<file path="config.mk">
export PLATFORM = sky130hd
export DESIGN_NAME = alu_issue_stage
export DESIGN_NICKNAME = d
export VERILOG_FILES = /design/src/rtl/alu_issue_stage.sv
export SDC_FILE = /design/constraint.sdc
export NUM_CORES = 1
export LEC_CHECK = 0
export ABC_AREA = 0
export ABC_CLOCK_PERIOD_IN_PS = 2500
export CAP_MARGIN = 10
export CORE_ASPECT_RATIO = 0.9
export CORE_MARGIN = 2
export CORE_UTILIZATION = 32
export CTS_BUF_LIST = sky130_fd_sc_hd__clkbuf_2
export DETAILED_ROUTE_END_ITERATION = 8
export HOLD_SLACK_MARGIN = 0.03
export SLEW_MARGIN = 25
export SYNTH_ARGS = -nofsm -noshare
export SYNTH_HDL_FRONTEND = slang
export SYNTH_SLANG_ARGS = --single-unit
</file>
<file path="constraint.sdc">
create_clock -name clk -period 2.5 [get_ports clk]
set_clock_uncertainty 0.2 [all_clocks]
set_input_delay 0.5 -clock clk [delete_from_list [all_inputs] [get_ports clk]]
set_output_delay 0.5 -clock clk [all_outputs]
set_load 0.1 [all_outputs]
</file>
<file path="src/rtl/alu_issue_stage.sv">
// rtl/alu_issue_stage.sv - single-entry ALU issue register with MEM/WB operand forwarding
// Optional feature macro: ALU_ISSUE_SNOOP_EN (refresh held operands from the forwarding buses while stalled)
module alu_issue_stage #(
  parameter int XLEN    = 32,
  parameter int RADDR_W = 5
) (
  input  logic               clk,
  input  logic               rst,
  input  logic               in_valid,
  output logic               in_ready,
  input  logic [2:0]         in_alu_op,
  input  logic [RADDR_W-1:0] in_rs1,
  input  logic [RADDR_W-1:0] in_rs2,
  input  logic [XLEN-1:0]    in_rs1_data,
  input  logic [XLEN-1:0]    in_rs2_data,
  input  logic [XLEN-1:0]    in_imm,
  input  logic [XLEN-1:0]    in_pc,
  input  logic               in_use_imm,
  input  logic               in_use_pc,
  input  logic [RADDR_W-1:0] in_rd,
  input  logic               in_reg_write,
  input  logic               fwd_mem_valid,
  input  logic [RADDR_W-1:0] fwd_mem_rd,
  input  logic [XLEN-1:0]    fwd_mem_data,
  input  logic               fwd_wb_valid,
  input  logic [RADDR_W-1:0] fwd_wb_rd,
  input  logic [XLEN-1:0]    fwd_wb_data,
  input  logic               flush,
  output logic               out_valid,
  input  logic               out_ready,
  output logic [2:0]         out_alu_op,
  output logic [XLEN-1:0]    out_src_a,
  output logic [XLEN-1:0]    out_src_b,
  output logic [XLEN-1:0]    out_store_data,
  output logic [RADDR_W-1:0] out_rd,
  output logic               out_reg_write,
  output logic [15:0]        stall_cycles
);

  logic               valid;
  logic [2:0]         alu_op;
  logic [XLEN-1:0]    rs1_val;
  logic [XLEN-1:0]    rs2_val;
  logic [XLEN-1:0]    imm;
  logic [XLEN-1:0]    pc;
  logic               use_imm;
  logic               use_pc;
  logic [RADDR_W-1:0] rd;
  logic               reg_write;

  logic               capture;
  logic               stall_inc;
  logic [XLEN-1:0]    cap_rs1_val;
  logic [XLEN-1:0]    cap_rs2_val;

  // MEM bus wins over WB because it carries the younger result.
  function automatic logic [XLEN-1:0] resolve(
    input logic [RADDR_W-1:0] r,
    input logic [XLEN-1:0]    d,
    input logic               mem_v,
    input logic [RADDR_W-1:0] mem_r,
    input logic [XLEN-1:0]    mem_d,
    input logic               wb_v,
    input logic [RADDR_W-1:0] wb_r,
    input logic [XLEN-1:0]    wb_d
  );
    logic [XLEN-1:0] res;
    if (r == '0)
      res = '0;
    else if (mem_v && mem_r == r)
      res = mem_d;
    else if (wb_v && wb_r == r)
      res = wb_d;
    else
      res = d;
    return res;
  endfunction

  assign in_ready  = !valid || out_ready || flush || rst;
  assign capture   = in_valid && in_ready && !flush;
  assign stall_inc = valid && !out_ready && !flush;

  assign cap_rs1_val = resolve(in_rs1, in_rs1_data, fwd_mem_valid, fwd_mem_rd, fwd_mem_data,
                               fwd_wb_valid, fwd_wb_rd, fwd_wb_data);
  assign cap_rs2_val = resolve(in_rs2, in_rs2_data, fwd_mem_valid, fwd_mem_rd, fwd_mem_data,
                               fwd_wb_valid, fwd_wb_rd, fwd_wb_data);

`ifdef ALU_ISSUE_SNOOP_EN
  logic [RADDR_W-1:0] rs1;
  logic [RADDR_W-1:0] rs2;
  logic [XLEN-1:0]    hold_rs1_val;
  logic [XLEN-1:0]    hold_rs2_val;

  assign hold_rs1_val = resolve(rs1, rs1_val, fwd_mem_valid, fwd_mem_rd, fwd_mem_data,
                                fwd_wb_valid, fwd_wb_rd, fwd_wb_data);
  assign hold_rs2_val = resolve(rs2, rs2_val, fwd_mem_valid, fwd_mem_rd, fwd_mem_data,
                                fwd_wb_valid, fwd_wb_rd, fwd_wb_data);
`endif

  always_ff @(posedge clk) begin
    if (rst) begin
      valid     <= 1'b0;
      alu_op    <= 3'b000;
      rs1_val   <= '0;
      rs2_val   <= '0;
      imm       <= '0;
      pc        <= '0;
      use_imm   <= 1'b0;
      use_pc    <= 1'b0;
      rd        <= '0;
      reg_write <= 1'b0;
`ifdef ALU_ISSUE_SNOOP_EN
      rs1       <= '0;
      rs2       <= '0;
`endif
    end else if (flush) begin
      valid <= 1'b0;
    end else if (capture) begin
      valid     <= 1'b1;
      alu_op    <= in_alu_op;
      rs1_val   <= cap_rs1_val;
      rs2_val   <= cap_rs2_val;
      imm       <= in_imm;
      pc        <= in_pc;
      use_imm   <= in_use_imm;
      use_pc    <= in_use_pc;
      rd        <= in_rd;
      reg_write <= in_reg_write;
`ifdef ALU_ISSUE_SNOOP_EN
      rs1       <= in_rs1;
      rs2       <= in_rs2;
`endif
    end else if (valid && out_ready) begin
      valid <= 1'b0;
    end else if (valid) begin
`ifdef ALU_ISSUE_SNOOP_EN
      rs1_val <= hold_rs1_val;
      rs2_val <= hold_rs2_val;
`endif
    end
  end

  always_ff @(posedge clk) begin
    if (rst)
      stall_cycles <= 16'h0000;
    else if (stall_inc && stall_cycles != 16'hFFFF)
      stall_cycles <= stall_cycles + 16'd1;
  end

  assign out_valid      = valid;
  assign out_alu_op     = alu_op;
  assign out_src_a      = use_pc ? pc : rs1_val;
  assign out_src_b      = use_imm ? imm : rs2_val;
  assign out_store_data = rs2_val;
  assign out_rd         = rd;
  assign out_reg_write  = reg_write;

endmodule

</file>
==> metrics.cfg, run 1 <==
[grt]
grt_pass1_wl_um=47620
antenna_found_initial=2
grt_max_degree=49
grtUsageTotal_pct=23.91
overflow=0
grt_pass1_vias=8176

[timing]
setup_ws_ns=-0.04818
post-route-period-util_pct=101.9
final-hold-violation-count=0
period_minus_slack_ns=2.548
relSlewSlack_pct=63.34
drv_slew=0
setup_tns_ns=-1.750
finalSetupViolCount=55
worst_pin_slew_ns=0.5458
rsz0062_at_grt=yes
max_freq_mhz=392.4

[logic_synthesis]
synth_most_common_cell=nand2_1
yosysWarnings=0
syn_inst=860
syn_area_per_cell_sq_um=9.093
async_flop_share_pct=0
netlist_area_sq_um=7820
yosysSeqAreaShare_pct=39.94
synthFlopType=dfxtp_1
ys_seq_elements=156
synth.distinct_cells=48
synth.top_cells.by_count=221 x nand2_1, 156 x dfxtp_1, 78 x a21oi_1
syn_nets=1091
ys_top_cells_by_area=dfxtp_1 40%, nand2_1 11%, mux2_2 9.2%
synth_top_area_share_pct=39.94
synth_edf_count=0
yosys.area.top_type=dfxtp_1

[place]
port_buffers=352
dpl.hpwl_um=23370
place_congestion=0.8724
pre_cts_slack_ns=-0.3531
dp.cells=1504

[setup_path]
crit_type=flop to primary output
max_stage_delay_ns=0.41
crit_family=flip-flops
path_cells=buf_12 > mux2_2 > buf_12
cp-start-kind=flop
cp_common_cell=buf_12
crit_fanout=23
crit_arrival_ns=1.85
endpoint_kind=primary output
cp_num_buf_inv=2
critPathRequiredTime_ns=1.80
cp_slowest_cell=dfxtp_4

[clock_tree]
clk_pin_slew_worst_paths_ns=0.22
tritoncts=built
htree_levels=4
cts.sinks=156
worst_skew_pair.late_latency_ns=0.69
clk_path_buf_depth=2
cts_root_buffer=clkbuf_2
cts_buffers=17

[hold_path]
hold_path_class=input pin to flop

[die]
die-area_sq_um=25710
core_area_sq_um=24120
start_util_pct=32.42
io_pins=353
dieHeight_um=152.3
rows=54
fp.dieW_um=168.8

[detailed_routing]
vias=8010
drt_pass1_iterations=5
finalWirelength_um=31850
ant_nets=0
drt-initial-drc-count=405
drcViolationCount=0
via_per_inst=5.025
detail_route.wl_per_cell_um=19.98

[finish]
fin_cells=1594
nNetsFinal=1502
syn_to_final_growth_pct=72.45
final_layout_size_suffix_gt1_share_pct=26.17
fill_cells=2149

[job]
maxCapViolCount=0

[pwr]
leakage_nw=5.053
ir_drop_mv=0.2848
power_mw=6.439
cellPowerDensity_nw_per_um2=477.5

[status]
violations=setup timing
outcome=finished, violations left

## worst register-to-register path, cell delays in order (launching register included)
cell,delay [ns]
dfxtp_2,0.46
ha_1,0.21
nand2_1,0.15
nor4_4,0.56
a21oi_1,0.21
mux2i_1,0.18
nor2_1,0.05
## stage by stage
step	utilization [%]	hold slack, ns	area, sq um
after global routing	55.91	0.03115	13490
after detailed placement	51.62	0.2439	12450
after global placement	51.62	0.2384	12450
after floorplan	-	0.2321	7833
after CTS	55.01	0.03042	13270
final	55.91	0.1254	13490
## final timing paths
| path | depth (start not counted) | startpoint | slack (ns) | to |
|---|---|---|---|---|
| worst max-delay path | 3 | use_imm | -0.05 | out_src_b[9] |
| worst min register to register | 2 | imm[28] | 0.27 | imm[28] |
| worst min-delay path | 3 | in_imm[26] | 0.13 | imm[26] |
| worst max register to register | 6 | stall_cycles[0] | 0.39 | stall_cycles[1] |
## layer usage
metal,share of wire [%],GRT usage [%]
met1,42,28.85
met3,7.1,6.779
met4,1.7,6.199
met5,0,0
met2,49,41.67
## placed cells by master (no fill, tap or decap), types with 17 or more instances in the layout
| master | instances |
|---|---|
| o21ai_0 | 32 |
| mux2_4 | 33 |
| xnor2_1 | 18 |
| o221ai_2 | 30 |
| mux2_2 | 31 |
| buf_12 | 82 |
| a32oi_1 | 32 |
| a21oi_1 | 78 |
| dlygate4sd3_1 | 50 |
| clkbuf_2 | 17 |
| nand2_1 | 220 |
| clkdlybuf4s50_1 | 228 |
| buf_4 | 98 |
| mux2i_1 | 65 |
| nor2_1 | 21 |
| dfxtp_1 | 144 |
## cell type report
class	count	area (sq um)	share of cell area, %
Clock inverter	15	187.7	1.392
Antenna cell	2	5.005	0.03711
Sequential cell	156	3143	23.31
Inverter	5	18.77	0.1392
Timing Repair Buffer	461	5225	38.75
Multi-Input combinational cell	630	4436	32.89
Clock buffer	17	85.08	0.6309
Tap cell	308	385.4	2.858
## power breakdown
group / internal, mW / leakage, nW / total [mW] / switching [mW]
clock network: 0.583 / 0.161 / 1.59 / 1.00
registers: 2.61 / 1.28 / 2.69 / 0.0822
logic: 0.925 / 3.61 / 2.16 / 1.24
total: 4.11 / 5.05 / 6.44 / 2.32
## sequential cells by signal (all words and copies together) (netlist names)
name	flops
use_pc	1
imm	32
use_imm	1
out_store_data	32
out_reg_write	1
out_rd	5
out_alu_op	3
stall_cycles	16
pc	32
rs1_val	32
out_valid	1
## cells by family (layout without fill, tap and decap cells)
logic type | after synthesis | in the layout | synth area share, %
AOI/OAI and AO/OA | 191 | 191 | 18.10
xor gates and xnor gates | 32 | 32 | 3.584
adders and majority gates | 1 | 1 | 0.1600
buffers and inverters | 74 | 498 | 5.712
DFF | 156 | 156 | 39.94
muxes | 129 | 129 | 17.54
other | 0 | 2 | 0
and+or+nand+nor | 277 | 277 | 14.98
## timing repair
item | in CTS | in global routing
hold endpoints to repair | 38 | 12
hold buffers | 38 | 12
endpoints found under the setup margin | 65 | 65
setup buffers | 2 | 1
gates resized for setup | 40 | 4
cloned | 0 | 3
No activity file was read; power rests on OpenSTA's default activity.
==> run 2, diff against run 1 <==
--- a/config.mk
+++ b/config.mk
@@ -12,6 +12,8 @@
 export CORE_MARGIN = 2
-export CORE_UTILIZATION = 32
+export CORE_UTILIZATION = 40
 export CTS_BUF_LIST = sky130_fd_sc_hd__clkbuf_2
 export DETAILED_ROUTE_END_ITERATION = 8
+export GPL_ROUTABILITY_DRIVEN = 1
 export HOLD_SLACK_MARGIN = 0.03
+export PLACE_DENSITY = 0.77
 export SLEW_MARGIN = 25
==> constraint.sdc (replaced) <==
create_clock -name clk -period 2.5 [get_ports clk]
set_clock_uncertainty 0.2 [all_clocks]
set_input_delay 0.25 -clock clk [delete_from_list [all_inputs] [get_ports clk]]
set_output_delay 0.25 -clock clk [all_outputs]
set_load 0.1 [all_outputs]
==> metrics.cfg, run 2 (synthesized netlist as in run 1, its figures left out) <==
[detailed_routing]
drt_pass1_iterations=5
drt-initial-drc-count=581
via_per_inst=5.514
detail_route.wl_per_cell_um=21.44
vias=9181
drcViolationCount=0
ant_nets=0
finalWirelength_um=35700

[setup_path]
endpoint_kind=flop
cp-start-kind=input pin
critPathRequiredTime_ns=3.00
max_stage_delay_ns=0.55
crit_arrival_ns=3.02
path_cells=dlygate4sd3_1 > clkdlybuf4s50_1 > and2b_2 > o21ai_4 > buf_4 > nand2_1 > a21oi_1 > dlygate4sd3_1
cp_num_buf_inv=4
crit_family=buffers and inverters
crit_type=input pin to flop
crit_fanout=43
cp_slowest_cell=clkdlybuf4s50_1
cp_common_cell=dlygate4sd3_1

[timing]
relSlewSlack_pct=61.51
holdWs_ns=0.08946
setup_ws_ns=-0.01989
max_freq_mhz=396.8
finalSetupViolCount=1
worst_pin_slew_ns=0.5731
post-route-period-util_pct=100.8
final-hold-violation-count=0
period_minus_slack_ns=2.520
drv_slew=0
rsz0062_at_grt=no

[pwr]
ir_drop_mv=0.2991
leakage_nw=5.470
cellPowerDensity_nw_per_um2=454.7
power_mw=6.607

[place]
dp.cells=1426
port_buffers=352
dpl.hpwl_um=22400
pre_cts_slack_ns=-0.06003
place_congestion=0.8791

[die]
fp.dieW_um=151.4
io_pins=353
dieHeight_um=136.6
die-area_sq_um=20690
core_area_sq_um=19160
rows=48
start_util_pct=40.82

[grt]
grt_max_degree=44
grt_pass1_wl_um=52980
overflow=0
grtUsageTotal_pct=33.91
grt_pass1_vias=9631
antenna_found_initial=2

[finish]
utilization_pct=75.84
final_cell_mix=228 x clkdlybuf4s50_1, 220 x nand2_1, 205 x dlygate4sd3_1, 144 x dfxtp_1, 79 x buf_4
syn_to_final_growth_pct=85.81
layout_commonest_cell=clkdlybuf4s50_1
fill_cells=1249
final_layout_size_suffix_gt1_share_pct=22.01
fin_cells=1665
nNetsFinal=1632

[clock_tree]
cts.sinks=156
cts_root_buffer=clkbuf_2
tritoncts=built
clk_pin_slew_worst_paths_ns=0.24
clk_path_buf_depth=2
cts_buffers=17
htree_levels=4
worst_skew_pair.late_latency_ns=0.73

[hold_path]
hold_path_class=input pin to flop

[status]
outcome=finished, violations left
violations=setup timing

[job]
maxCapViolCount=0

run 2: cell count changes in the layout (fill, tap and decap cells not counted), moves of 3 or more:
cell	previous run	this run
inv_8	3	0
clkinvlp_4	0	3
clkinv_1	3	0
dlygate4sd3_1	50	205
mux2_4	33	0
buf_12	82	78
mux2_2	31	64
buf_4	98	79
clkinv_4	4	1
run 2: cell type report:
| class | count | area (sq um) | share of cell area, % |
|---|---|---|---|
| Sequential cell | 156 | 3141 | 21.61 |
| Clock buffer | 19 | 95.09 | 0.6544 |
| Timing Repair Buffer | 591 | 6500 | 44.73 |
| Tap cell | 250 | 312.8 | 2.153 |
| Inverter | 5 | 18.77 | 0.1292 |
| Clock inverter | 12 | 161.4 | 1.111 |
| Multi-Input combinational cell | 630 | 4297 | 29.57 |
| Antenna cell | 2 | 5.005 | 0.03444 |
run 2: worst paths after layout:
kind,to,slack (ns),cells after the start,startpoint
hold reg to reg,pc[31],0.27,2,pc[31]
hold / removal,out_store_data[16],0.09,3,fwd_wb_data[16]
setup / recovery,out_rd[2],-0.02,8,in_valid
setup reg to reg,out_rd[2],0.24,6,out_valid
run 2: per-stage QoR:
step                      area (sq um)  setup TNS [ns]
after floorplan                   7833               0
after global placement           12200         -0.8475
after detailed placement         12200          -1.072
after CTS                        14500               0
after global routing             14530               0
final                            14530        -0.01989
run 2: where the power goes:
group / total [mW] / switching (mW) / internal, mW
sequential: 2.69 / 0.0870 / 2.61
clock: 1.57 / 1.00 / 0.572
combinational: 2.34 / 1.31 / 1.04
run 2: layer usage:
metal | routed length (um) | GRT usage, %
met5 | 0 | 0
met2 | 17720 | 59.02
met4 | 2182 | 21.39
met1 | 12550 | 36.09
met3 | 3238 | 9.633
run 2: what timing repair did:
| item | in CTS | in global routing |
|---|---|---|
| resized for setup | 1 | 1 |
| setup buffers | 1 | 0 |
| pin swaps | 0 | 0 |
| hold buffers | 203 | 2 |
| hold endpoints to repair | 154 | 2 |
| endpoints found under the setup margin | 23 | 18 |
run 2: worst register-to-register path: stages, from the launching register on:
cell and delay (ns):
dfxtp_2 0.41, nand2b_1 0.11, o21ai_4 0.23, buf_4 0.47, nand2_1 0.12, a21oi_1 0.15
dlygate4sd3_1 0.55
==> run 3, diff against run 2 <==
Settings changed: CTS_CLUSTER_DIAMETER from default to 100.
==> results of run 3 <==
Final layout, timing and power as in run 2 (identical DEF).
==> RTL change 1: new RTL, config.mk and constraints of run 2 <==
Set the parameter `RADDR_W` to 4 (it was 5).
--- a/src/rtl/alu_issue_stage.sv
+++ b/src/rtl/alu_issue_stage.sv
@@ -2,7 +2,7 @@
 // Optional feature macro: ALU_ISSUE_SNOOP_EN (refresh held operands from the forwarding buses while stalled)
 module alu_issue_stage #(
   parameter int XLEN    = 32,
-  parameter int RADDR_W = 5
+  parameter int RADDR_W = 4
 ) (
   input  logic               clk,
   input  logic               rst,
Interface: changed (6 resized); port bits go from 353 to 347. The function was not compared with the original's and may differ.
==> RTL change 1 against run 2 <==
  * Wire length fell by 8.8%
  * Design area fell by 1.3%
  * Sequential share of layout area rose by 0.13 points
  * Total power rose by 1.4%
  * Area after synthesis barely moved
  * Worst setup slack improved by 150 ps
  * Maximum frequency rose by 6.5%
  * Sequential cell count fell by 1
==> RTL change 1: results (changes against run 2) <==
[global_route]
grt_usage_pct=30.1  ; -3.8 points
grt_util_met1_pct=34.8  ; -1.3 points
grt_pass1_vias=9108  ; -5.4%
antenna_found_initial=1  ; -1
grt.met2_usage_pct=52.3  ; -6.8 points
grt_pass1_wl_um=48100  ; -9.2%
grt_max_degree=75  ; +70%
met3_usage_pct=7.93  ; -1.7 points

[drt]
first_iter_violations=431  ; -26%
via_count=8784  ; -4.3%
wl_um=32600  ; -8.8%
drt_pre_antenna_iters=5  ; unchanged
routedWlPerCell_um=19.7  ; -8.1%

[clocking]
root_buffer=clkbuf_2
clk-insertion-delay-late_ps=720

[cells_and_area]
multi_input_gates=622  ; -1.3%
clkCellAreaFrac_pct=2.00  ; +0.23 points
nNetsFinal=1617  ; -0.92%
seq_cell_count=155  ; -0.64%
buffer_area_share_pct=43.1  ; -1.6 points
nFillCells=1257  ; +0.64%
regArea_mm2=0.00312  ; -0.68%
multi_input_area_share_pct=30.7  ; +1.2 points
antenna_cells=1  ; -1
drive_gt1_share_pct=23.2  ; +1.2 points
inv_count=7  ; +2
final_area_mm2=0.0143  ; -1.3%
buffers_excl_clock=588  ; -0.51%
nClkBuffers=17  ; -2

[synthesis]
seq_area_frac_synth_pct=39.6  ; -0.29 points
synth_nets=1078  ; -1.2%
yosys-top-cells-area=dfxtp_1 (40%), nand2_1 (11%), o221ai_2 (9.8%)
synth.avg_cell_area_um2=9.19  ; +1.0%
ys_top_cells_by_count=nand2_1 (221), dfxtp_1 (155), a21oi_1 (76), mux2i_1 (65), mux2_2 (64)
yosys.cell_types.count=42  ; -13%

[placed_design]
place_ws_ps=-43.5  ; +16.6 ps
gp_congestion=0.843  ; -4.1%
place_hpwl_um=19800  ; -12%
numPortBuffers=346  ; -1.7%
placed_area_mm2=0.0118  ; -3.2%
place_inst=1413  ; -0.91%

[pwr]
ir_drop_mv=0.375  ; +25%
p_leak_nw=5.49  ; +0.38%

[worst_hold_path]
hp-class=input port to register

[timing]
tightest_slew_ps=619  ; +45.6 ps

[run_status]
status=complete, no violations

[critical_path]
crit_arrival_ps=1920  ; -1100 ps
critPathMaxFanout=40  ; -7.0%

[die]
die_area_mm2=0.0207  ; about the same

## RTL change 1: worst paths after layout
kind	start	endpoint	slack [ps]	cells after the start
worst max-delay path	rst	in_ready	130	5
worst min-delay path	fwd_wb_data[22]	rs1_val[22]$_SDFFE_PP0P_	120	3
worst max register to register	out_valid$_SDFFE_PP0P_	out_store_data[3]$_SDFFE_PP0P_	240	8
worst min register to register	out_alu_op[0]$_SDFFE_PP0P_	out_alu_op[0]$_SDFFE_PP0P_	270	2
## RTL change 1: repair_timing
item                                    4_1_cts  5_1_grt
endpoints found under the setup margin       25       91
hold buffers                                206        0
setup buffers                                 0        2
cloned                                        0        1
hold endpoints to repair                    139        0
gates resized for setup                       6       32
## RTL change 1: cell families (layout without fill, tap and decap cells)
group | count (synthesis) | in the layout | share of synthesized area, %
AND/OR/NAND/NOR | 317 | 317 | 18.1
flip-flops | 155 | 155 | 39.6
AO/OA/AOI/OAI | 149 | 149 | 17.0
multiplexers | 129 | 129 | 17.5
buffers and inverters | 75 | 625 | 4.67
XOR/XNOR | 26 | 26 | 2.91
adder cells (fa/ha/maj) | 1 | 1 | 0.160
other | 0 | 1 | 0
## RTL change 1: per-layer routing
layer	part of all wire, %	vias up
met5	0	-
met4	3.4	0
met3	7.3	79
met2	50	389
met1	40	4235
li1	-	4081
## RTL change 1: report_power, final
group | internal (mW) | switching (mW)
clock network | 0.740 | 0.960
logic | 1.02 | 1.31
registers | 2.59 | 0.0796
## RTL change 1: worst max-delay path: stages
cell           delay [ps]
dlygate4sd3_1         550
buf_4                 210
buf_4                 280
or3_4                 430
buf_12                170
==> RTL change 2: new RTL, flow settings as in run 2 <==
Made on the original files. Make the reset (`rst`) asynchronous in 2 clocked blocks.
--- a/src/rtl/alu_issue_stage.sv
+++ b/src/rtl/alu_issue_stage.sv
@@ -97,7 +97,7 @@
                                 fwd_wb_valid, fwd_wb_rd, fwd_wb_data);
 `endif
 
-  always_ff @(posedge clk) begin
+  always_ff @(posedge clk or posedge rst) begin
     if (rst) begin
       valid     <= 1'b0;
       alu_op    <= 3'b000;
@@ -140,7 +140,7 @@
     end
   end
 
-  always_ff @(posedge clk) begin
+  always_ff @(posedge clk or posedge rst) begin
     if (rst)
       stall_cycles <= 16'h0000;
     else if (stall_inc && stall_cycles != 16'hFFFF)
Function: differs if rst is asserted again (counterexample within 4 cycles, from zero or initial values and one cycle with rst high); with rst held inactive, the same outputs for 4 cycles.
==> RTL change 2 against run 2 <==
  * Area after synthesis increased by 5.4%
  * Synthesized cell count decreased by 15%
  * Utilization decreased by 2.5 points
  * Count of clock-buffer cells in the layout unchanged
  * Global-route usage decreased by 3.6 points
  * Worst hold slack got worse by 5.5 ps
  * Sequential share of layout area increased by 4.9 points
  * Critical path depth decreased by 5
  * Sequential cell count unchanged
  * Design area increased by 1.5%
  * Worst setup slack improved by 87 ps
  * Wire length decreased by 4.3%
  * Critical path type is now register to output port
  * Highest routed layer is now met5
Power is not compared: it rests on default switching activity, and its combinational part moved more than twofold at a synthesized area within 25%.
==> RTL change 2: results (changes against run 2) <==
[drt]
highest_layer=met5
first_iter_violations=559  ; -3.8%
viasPerCell=5.65  ; +2.5%
dr_wl_met2_um=17000  ; -4.3%
routed-wl-met3_um=3070  ; -5.1%

[global_route]
grt_pass1_vias=9019  ; -6.4%
antenna_found_initial=4  ; +2
grt_usage_pct=30.4  ; -3.6 points
grt_pass1_wl_um=50900  ; -4.0%

[critical_path]
reg2reg_from=out_valid$_DFFE_PP0P_
critPathSlowestCell=dfrtp_2
crit_arrival_ps=1980  ; -1040 ps
critPathTopFamily=flip-flops
critical_path.startpoint=use_pc$_DFFE_PP0P_
cp_slowest_stage_delay_ps=470  ; -80 ps
critPathMaxFanout=16  ; -63%

[cells_and_area]
multi_input_gates=515  ; -18%
sh_seq_area_pct=26.5  ; +4.9 points
stdcell_count=1511  ; -9.2%
drive_gt1_share_pct=30.4  ; +8.4 points
buffer_area_share_pct=41.6  ; -3.1 points
final_area_mm2=0.0148  ; +1.5%
buffers_excl_clock=547  ; -7.4%
multi_input_area_mm2=0.00414  ; -3.7%

[synthesis]
synth.avg_cell_area_um2=11.2  ; +23%
ys_top_cells_by_count=dfrtp_1 (156), mux2_2 (140), nand2_1 (73), clkbuf_1 (42), nor2_1 (38)
synth_nets=966  ; -11%
yosys-top-cells-area=dfrtp_1 (47%), mux2_2 (19%), a221oi_2 (5.5%)
synthArstFlopShare_pct=100  ; +100 points
synth_ff_type=dfrtp_1

[timing]
setup_viol=0  ; -1
setup_tns_ps=0  ; +19.9 ps

[clocking]
clk_pin_slew_worst_paths_ps=230
clk-insertion-delay-late_ps=750  ; +20 ps

[run_status]
status=complete, no violations

[die]
dieWidth_um=155  ; +2.6%

[placed_design]
place_hpwl_um=21700  ; -3.2%
place_inst=1322  ; -7.3%
gp_congestion=0.871  ; -0.89%
placed_area_mm2=0.0129  ; +5.8%

[worst_hold_path]
hold_start=in_rs2_data[9]

-- RTL change 2: final timing paths --
check                                                       to  slack (ps)  cells after the start
worst max-delay path                             out_src_a[12]          70                      3
worst min register to register         rs1_val[23]$_DFFE_PP0P_         310                      2
worst max register to register  out_store_data[11]$_DFFE_PP0P_         130                      7
max in group asynchronous                   use_pc$_DFFE_PP0P_        1110                      4
min in group asynchronous         stall_cycles[14]$_DFFE_PP0P_         110                      4
worst min-delay path             out_store_data[9]$_DFFE_PP0P_          80                      3
-- RTL change 2: power groups by stage --
| stage | Clock (mW) | Combinational (mW) | Sequential, mW |
|---|---|---|---|
| floorplan | 0 | 2.90 | 4.15 |
| global placement | 0 | 5.97 | 3.23 |
| detailed placement | 0 | 6.02 | 3.24 |
| CTS | 1.47 | 6.26 | 3.20 |
| global route | 1.56 | 6.53 | 3.28 |
| finish | 1.43 | 6.36 | 3.24 |
-- RTL change 2: per-layer routing --
layer	track usage, %	vias up
li1	-	3714
met1	36.1	4204
met2	52.4	536
met3	8.20	83
met4	12.0	4
met5	0	-
-- RTL change 2: cells by family after synthesis --
| group | share of synthesized area [%] |
|---|---|
| compound gates | 16.4 |
| fa+ha+maj | 0.152 |
| flops | 47.4 |
| xor+xnor | 3.72 |
| mux | 19.1 |
| buf+inv | 3.37 |
| simple gates | 9.87 |
-- RTL change 2: repair_timing --
action	4_1_cts	5_1_grt
gates cloned	0	2
gates resized for setup	2	7
hold endpoints to repair	245	2
setup endpoints to repair	3	72
pin swaps	0	1
buffers inserted	0	1
hold buffers	150	2
-- RTL change 2: tightest hold or removal path, cell delays in order --
cell             delay (ps)
clkdlybuf4s50_1         450
a221oi_1                 70
o31ai_1                 220
